File: src/rtl/wb_stage_pipelined.sv
// Registered write-back stage: selects and formats the instruction result, holds it
// in a single output register, drives the register-file write and forwarding bus.
module wb_stage_pipelined #(
    parameter int DATA_W     = 32,
    parameter int REG_ADDR_W = 5,
    parameter int RETIRE_W   = 32
) (
    input  logic                  clk,
    input  logic                  rst_n,
    input  logic                  in_valid,
    output logic                  in_ready,
    input  logic [DATA_W-1:0]     alu_result,
    input  logic [DATA_W-1:0]     read_data,
    input  logic [DATA_W-1:0]     pc_plus4,
    input  logic [DATA_W-1:0]     imm,
    input  logic [1:0]            src_sel,
    input  logic [1:0]            ld_size,
    input  logic                  ld_unsigned,
    input  logic                  reg_write,
    input  logic [REG_ADDR_W-1:0] rd,
    input  logic                  wb_stall,
    output logic                  rf_we,
    output logic [REG_ADDR_W-1:0] rf_waddr,
    output logic [DATA_W-1:0]     rf_wdata,
    output logic                  fwd_valid,
    output logic [REG_ADDR_W-1:0] fwd_rd,
    output logic [DATA_W-1:0]     fwd_data,
    output logic                  misalign,
    output logic [RETIRE_W-1:0]   retire_count
);

    localparam int OFF_W = $clog2(DATA_W / 8);

    localparam logic [1:0] SRC_ALU = 2'd0;
    localparam logic [1:0] SRC_MEM = 2'd1;
    localparam logic [1:0] SRC_PC  = 2'd2;
    localparam logic [1:0] SRC_IMM = 2'd3;

    localparam logic [1:0] LD_BYTE  = 2'd0;
    localparam logic [1:0] LD_HALF  = 2'd1;
    localparam logic [1:0] LD_WORD  = 2'd2;
    localparam logic [1:0] LD_DWORD = 2'd3;

    localparam logic [DATA_W-1:0] ALL_ONES  = {DATA_W{1'b1}};
    localparam logic [DATA_W-1:0] MASK_BYTE = ALL_ONES >> (DATA_W - 8);
    localparam logic [DATA_W-1:0] MASK_HALF = ALL_ONES >> (DATA_W - 16);
    localparam logic [DATA_W-1:0] MASK_WORD = ALL_ONES >> (DATA_W - 32);

    // Keep the low bits selected by size and fill the rest with zero or the sign bit;
    // a full-width load has an all-ones mask, so the extension choice has no effect.
    function automatic logic [DATA_W-1:0] format_load(
        input logic [DATA_W-1:0] word,
        input logic [1:0]        size,
        input logic              zero_ext
    );
        logic [DATA_W-1:0] keep_mask;
        logic              sign_bit;
        case (size)
            LD_BYTE: begin
                keep_mask = MASK_BYTE;
                sign_bit  = word[7];
            end
            LD_HALF: begin
                keep_mask = MASK_HALF;
                sign_bit  = word[15];
            end
            LD_WORD: begin
                keep_mask = MASK_WORD;
                sign_bit  = word[31];
            end
            default: begin
                keep_mask = ALL_ONES;
                sign_bit  = word[DATA_W-1];
            end
        endcase
        if (zero_ext) begin
            format_load = word & keep_mask;
        end else begin
            format_load = (word & keep_mask) | (~keep_mask & {DATA_W{sign_bit}});
        end
    endfunction

    logic [OFF_W-1:0]      offset_s;
    logic [DATA_W-1:0]     shifted_s;
    logic [DATA_W-1:0]     result_s;
    logic                  misalign_s;
    logic                  accept_s;
    logic                  consume_s;
    logic                  entry_ok_s;

    logic                  out_valid_r;
    logic                  reg_r;
    logic [REG_ADDR_W-1:0] rd_r;
    logic [DATA_W-1:0]     data_r;
    logic                  misalign_r;
    logic [RETIRE_W-1:0]   retire_r;

    assign offset_s  = alu_result[OFF_W-1:0];
    assign shifted_s = read_data >> {offset_s, 3'b000};

    assign in_ready  = !out_valid_r || !wb_stall;
    assign accept_s  = in_valid && in_ready;
    assign consume_s = out_valid_r && !wb_stall;

    // Result source select, with load formatting on the memory path
    always_comb begin
        result_s = {DATA_W{1'b0}};
        case (src_sel)
            SRC_ALU: result_s = alu_result;
            SRC_MEM: result_s = format_load(shifted_s, ld_size, ld_unsigned);
            SRC_PC:  result_s = pc_plus4;
            SRC_IMM: result_s = imm;
            default: result_s = alu_result;
        endcase
    end

    // Alignment check on loads; a double-word load is illegal on a 32-bit datapath
    always_comb begin
        misalign_s = 1'b0;
        if (src_sel == SRC_MEM) begin
            case (ld_size)
                LD_BYTE:  misalign_s = 1'b0;
                LD_HALF:  misalign_s = offset_s[0];
                LD_WORD:  misalign_s = (offset_s[1:0] != 2'b00);
                LD_DWORD: begin
                    if (DATA_W == 32) begin
                        misalign_s = 1'b1;
                    end else begin
                        misalign_s = (offset_s != {OFF_W{1'b0}});
                    end
                end
                default:  misalign_s = 1'b1;
            endcase
        end else begin
            misalign_s = 1'b0;
        end
    end

    // Output register occupancy: load on accept, drain on consume, hold while stalled
    always_ff @(posedge clk or negedge rst_n) begin
        if (!rst_n) begin
            out_valid_r <= 1'b0;
        end else if (accept_s) begin
            out_valid_r <= 1'b1;
        end else if (consume_s) begin
            out_valid_r <= 1'b0;
        end else begin
            out_valid_r <= out_valid_r;
        end
    end

    // Output entry payload, replaced only when a new instruction is accepted
    always_ff @(posedge clk or negedge rst_n) begin
        if (!rst_n) begin
            reg_r      <= 1'b0;
            rd_r       <= {REG_ADDR_W{1'b0}};
            data_r     <= {DATA_W{1'b0}};
            misalign_r <= 1'b0;
        end else if (accept_s) begin
            reg_r      <= reg_write;
            rd_r       <= rd;
            data_r     <= result_s;
            misalign_r <= misalign_s;
        end else begin
            reg_r      <= reg_r;
            rd_r       <= rd_r;
            data_r     <= data_r;
            misalign_r <= misalign_r;
        end
    end

    // Retired-instruction counter; every consumed entry retires, wrapping naturally
    always_ff @(posedge clk or negedge rst_n) begin
        if (!rst_n) begin
            retire_r <= {RETIRE_W{1'b0}};
        end else if (consume_s) begin
            retire_r <= retire_r + RETIRE_W'(1'b1);
        end else begin
            retire_r <= retire_r;
        end
    end

    // x0 writes and misaligned loads retire but never update or forward
    assign entry_ok_s   = reg_r && (rd_r != {REG_ADDR_W{1'b0}}) && !misalign_r;

    assign rf_we        = consume_s && entry_ok_s;
    assign rf_waddr     = rd_r;
    assign rf_wdata     = data_r;
    assign fwd_valid    = out_valid_r && entry_ok_s;
    assign fwd_rd       = rd_r;
    assign fwd_data     = data_r;
    assign misalign     = misalign_r;
    assign retire_count = retire_r;

endmodule

File: config.mk
export PLATFORM = sky130hd
export DESIGN_NAME = wb_stage_pipelined
export DESIGN_NICKNAME = d
export VERILOG_FILES = /design/src/rtl/wb_stage_pipelined.sv
export SDC_FILE = /design/constraint.sdc
export NUM_CORES = 1
export LEC_CHECK = 0
export BUFFER_PORTS_ARGS = -buffer_cell sky130_fd_sc_hd__buf_2
export CAP_MARGIN = 0
export CORE_MARGIN = 10
export CORE_UTILIZATION = 50
export DETAILED_ROUTE_END_ITERATION = 6
export PLACE_DENSITY_LB_ADDON = 0.2
export REMOVE_ABC_BUFFERS = 1
export SYNTH_ARGS = -nofsm -noshare
export SYNTH_HDL_FRONTEND = slang
export SYNTH_SLANG_ARGS = --single-unit
File: constraint.sdc
create_clock -name clk -period 4.7 [get_ports clk]
set_clock_uncertainty 0.15 [all_clocks]
set_input_delay 0.47 -clock clk [delete_from_list [all_inputs] [get_ports clk]]
set_output_delay 0.47 -clock clk [all_outputs]
set_load 0.1 [all_outputs]
Word-level counts from Yosys, hierarchy flattened
Cells that the tools add are included.
W data, S select, Z words.
{ "classes": {"add_sub_neg": 1, "eq_ne": 6, "shift": 1, "n_mux": 10, "bitwise_logic": 4, "reduce_logical": 15} }
{ "op_table": {"columns": ["op", "n"], "rows": [
  ["$pmux W32 S4", 1],
  ["$and A32 B32 Y32", 2],
  ["$mux W32", 2],
  ["$pmux W32 S2", 1],
  ["$add A32 B1 Y32 const B", 1],
  ["$not A32 Y32", 1],
  ["$or A32 B32 Y32", 1],
  ["$shr A32 B5 Y32", 1],
  ["$eq A2 B2 Y1 const B", 4],
  ["$logic_and A1 B1 Y1", 6],
  ["$reduce_bool A5 Y1", 1],
  ["$eq A2 B1 Y1 const B", 2],
  ["$logic_not A2 Y1", 2],
  ["$mux W1", 4],
  ["$pmux W1 S4", 1],
  ["$reduce_bool A2 Y1", 2],
  ["$logic_not A1 Y1", 3],
  ["$pmux W1 S2", 1],
  ["$logic_or A1 B1 Y1", 1]
]} }
{ "word_totals": {"reg_bits": 72, "input_bits": 143, "output_inout_bits": 110, "word_cells": 43} }

Longest topological paths before layout
{ "depth": {"depth_word": 8, "ltp_mapped": 7, "ltp_nobuf": 5} }

Worst setup path before layout
Ideal clock, no wire load.
{ "synth_timing": {"path_type": "register to output", "startpoint": "reg rd_r[0] (netlist: fwd_rd[0])", "endpoint": "out rf_we", "arrival_time_ps": 4118, "t_required_ps": 4080, "path_slack_ps": -38, "path_stages_with_launch": 4, "path_buffers": 0, "path_cell_list": "dfrtp_1 or4_1 nor2_1 nor4_1"} }
{ "synth_between": {"elab_chain_len": 4} }
{ "synth_rtl": {"columns": ["element", "line", "text"], "rows": [
  ["from (decl)", "93", "logic [REG_ADDR_W-1:0] rd_r;"],
  ["from (signal assigned)", "156", "rd_r <= {REG_ADDR_W{1'b0}};"],
  ["from (signal assigned)", "161", "rd_r <= rd;"],
  ["from (signal assigned)", "166", "rd_r <= rd_r;"],
  ["$reduce_bool A5 Y1", "184", "assign entry_ok_s = reg_r && (rd_r != {REG_ADDR_W{1'b0}}) && !misalign_r;"],
  ["$logic_and A1 B1 Y1 (2 in series)", "184", null],
  ["$logic_and A1 B1 Y1", "186", "assign rf_we = consume_s && entry_ok_s;"],
  ["to (decl)", "22", "output logic rf_we,"]
]} }
Every way passes these cells.

Final worst setup path
{ "layout_timing": {"startpoint": "in alu_result[0]", "endpoint": "reg data_r[18] (netlist: fwd_data[18])"} }
{ "layout_between": {"elab_chain_len": 7, "elab_cells_between_ends": 8, "classes_between": "shift: 1; mux: 4; bitwise: 3"} }
{ "layout_rtl": {"columns": ["element", "line", "text"], "rows": [
  ["from (decl)", "12", "input logic [DATA_W-1:0] alu_result,"],
  ["$shr A32 B5 Y32 *", "99", "assign shifted_s = read_data >> {offset_s, 3'b000};"],
  ["$pmux W1 S2", "58", "case (size)"],
  ["$mux W1", "108", "case (src_sel)"],
  ["$and A32 B32 Y32", "79", "format_load = (word & keep_mask) | (~keep_mask & {DATA_W{sign_bit}});"],
  ["$or A32 B32 Y32", "79", null],
  ["$mux W32 *", "76", "if (zero_ext) begin"],
  ["$pmux W32 S4 *", "108", null],
  ["to (signal assigned)", "157", "data_r <= {DATA_W{1'b0}};"],
  ["to (signal assigned)", "162", "data_r <= result_s;"],
  ["to (signal assigned)", "167", "data_r <= data_r;"],
  ["to (decl)", "94", "logic [DATA_W-1:0] data_r;"]
]} }
Mark *: on every way between the ends. The rest lies on a longest branch, timed or not. The select of a mux whose other input is x is not followed.
A chain may end at the register's enable or synchronous reset.

==> results.json <==
{
  "place_congestion": 0.884,
  "post-synth-top-count-cell": "nand2_1",
  "cts_sinks": 72,
  "htree_levels": 3,
  "power_density_nw_per_um2": 462,
  "core_um2": 9330,
  "ant_nets": 0,
  "worstPathRequired_ns": 4.78,
  "fp-row-count": 35,
  "cp_top_family": "multiplexers",
  "synth_edf_count": 0,
  "reg2reg_depth": 5,
  "ir_drop_v": 0.000358,
  "slew_violations": 0,
  "hp-class": "input port to asynchronous set/reset pin",
  "cts_buffers": 9,
  "syn_area_um2": 4820,
  "grtUsageTotal": 0.240,
  "max-cap-violations": 0,
  "syn_to_final_growth_pct": 25.7,
  "synth-seq-cells": 72,
  "stdcell_area_um2": 6060,
  "port_buffers": 252,
  "cp-start-kind": "input port",
  "synth_flop_cell": "dfrtp_1",
  "vias_per_cell": 5.69,
  "drt_iter0_drc": 286,
  "cp-end-kind": "flop",
  "maxSlewHeadroom": 0.227,
  "crit_buf_inv": 1,
  "cts_buffer_depth": 2,
  "cts_root_buffer": "clkbuf_8",
  "grt_first_pass_wirelength_um": 27400,
  "clk_latency_ns": 0.35,
  "period_minus_slack_ns": 2.44,
  "die_height_um": 118,
  "cts_hold_buf": 0,
  "r2r_slack_ns": 2.36,
  "critPathKind": "input port to flop",
  "max_stage_delay_ns": 0.67,
  "synth_warnings": 0,
  "max_freq_mhz": 410,
  "path_clk_slew_ns": 0.08,
  "drive_gt1_frac": 0.410,
  "finalHoldViolCount": 0,
  "fillCellCount": 823,
  "fin_tns_setup_ns": 0,
  "start_util": 0.517,
  "antenna_found_initial": 0,
  "r2r-start": "retire_count[0]$_DFFE_PN0P_",
  "first_pass_iters": 5,
  "yosysTopAreaCell": "dfrtp_1",
  "status": "complete, no violations",
  "critical_path.slowest_cell": "mux4_2",
  "wl_per_cell_um": 20.5,
  "cp.arrival_ns": 2.51,
  "tightest_slew_ns": 1.15,
  "yosysSeqAreaShare": 0.374,
  "fp.dieW_um": 118,
  "antennaDiodeCount": 0,
  "crit_fanout": 37,
  "vias": 4886,
  "netlist_top_cells_count": "85 x nand2_1, 72 x dfrtp_1, 37 x buf_4",
  "place_hpwl_um": 14100,
  "num-nets-final": 869,
  "cts_tree": "built",
  "p_leak_nw": 3.08,
  "fp.dieArea_um2": 14000,
  "synthCells": 533,
  "ys_types": 49,
  "ios": 253,
  "crit_chain": "buf_2 -> mux2_1 -> mux4_2 -> a22oi_1 -> o21ai_0",
  "setup_viol": 0,
  "syn_area_per_cell_um2": 9.05,
  "async_flop_share": 1.00,
  "reg2reg_to": "retire_count[14]$_DFFE_PN0P_",
  "grt_pass1_vias": 5171,
  "ctsResizeCount": 0,
  "cts_setup_buffers": 0,
  "fin_hold_ws_ns": 0.0978,
  "wirelength_um": 17600,
  "place_area_um2": 5830,
  "netlist_top_cells_area": "dfrtp_1 37%, nand2_1 6.6%, buf_4 5.8%, a221o_1 4.6%, mux2i_1 3.7%",
  "remaining_drc_errors": 0,
  "overflow": 0,
  "rsz0062_at_grt": "no",
  "finish.utilization": 0.650,
  "grt_max_degree": 73,
  "post-synth-top-area-fraction": 0.374,
  "final.period_utilization": 0.519
}
routing by layer:
| metal | vias to the layer above | track usage | routed length (um) |
|---|---|---|---|
| met4 | 0 | 0.115 | 574 |
| met2 | 241 | 0.407 | 8790 |
| met3 | 40 | 0.0781 | 1650 |
| met1 | 2336 | 0.266 | 6610 |
| met5 | - | 0 | 0 |
| li1 | 2269 | - | - |
worst max-delay path by stage:
stage                               start                       end  slack (ns)  depth (start not counted)
global route                alu_result[0]  fwd_data[18]$_DFFE_PN0P_        2.13                          5
global placement            alu_result[0]  fwd_data[17]$_DFFE_PN0P_        2.04                          5
floorplan           fwd_rd[0]$_DFFE_PN0P_                     rf_we       -0.69                          3
detailed placement          alu_result[0]  fwd_data[18]$_DFFE_PN0P_        1.93                          5
CTS                 fwd_rd[0]$_DFFE_PN0P_                     rf_we        2.25                          4
finish                      alu_result[0]  fwd_data[18]$_DFFE_PN0P_        2.26                          5
kinds of logic (layout without fill, tap and decap cells):
logic type      after synthesis  count (layout)  share of synthesized area
fa+ha+maj                     1               1                    0.00259
mux                          34              34                     0.0833
compound gates              122             122                      0.187
buf+inv                      79             276                     0.0955
flops                        72              72                      0.374
simple gates                194             194                      0.202
xor+xnor                     31              31                     0.0563
report_power, final:
part           internal [mW]  leakage, nW  switching [mW]
sequential             0.696        0.915          0.0858
combinational          0.244         2.06            1.21
clock                  0.305        0.108           0.261
total                   1.25         3.08            1.55
layout make-up:
class / instances / area, um^2 / share of cell area
well taps: 129 / 161 / 0.0266
repair buffers: 254 / 1280 / 0.211
multi-input cells: 382 / 2570 / 0.424
clock inverters: 7 / 104 / 0.0171
flip-flops and latches: 72 / 1800 / 0.297
inverters: 6 / 22.5 / 0.00372
clock buffers: 9 / 124 / 0.0204
cells in the final DEF (no fill, tap or decap), types with 8 or more instances in the layout:
cell,synthesis,routed
nand3_1,11,11
nand2_1,85,84
buf_2,8,251
a221o_1,22,22
xnor2_1,19,19
o21ai_0,27,27
nor3_1,13,12
xor2_1,12,12
a2bb2oi_1,9,9
mux2_2,10,10
nor4_1,8,8
and2_1,9,9
dfrtp_1,72,72
o21ai_1,17,17
a31oi_1,10,10
nand4_1,11,11
clkbuf_8,0,9
mux2i_1,18,18
nor2b_1,12,12
a22oi_2,8,8
nor2_1,12,12
nand2b_1,17,17
state kept, by name, summed over array words and instances, names as in the netlist:
register      cells
fwd_data         32
fwd_rd            5
misalign          1
out_valid_r       1
reg_r             1
retire_count     32
stage by stage:
| stage | setup WS [ns] | std cells | total power, mW |
|---|---|---|---|
| after detailed placement | 1.93 | 843 | 2.25 |
| after floorplan | -0.690 | 460 | 1.92 |
| after global placement | 2.04 | 843 | 2.23 |
| after global routing | 2.13 | 859 | 2.90 |
| final | 2.26 | 859 | 2.80 |
| after CTS | 2.25 | 859 | 2.82 |
Note: power is estimated with default switching activity, not from simulation.
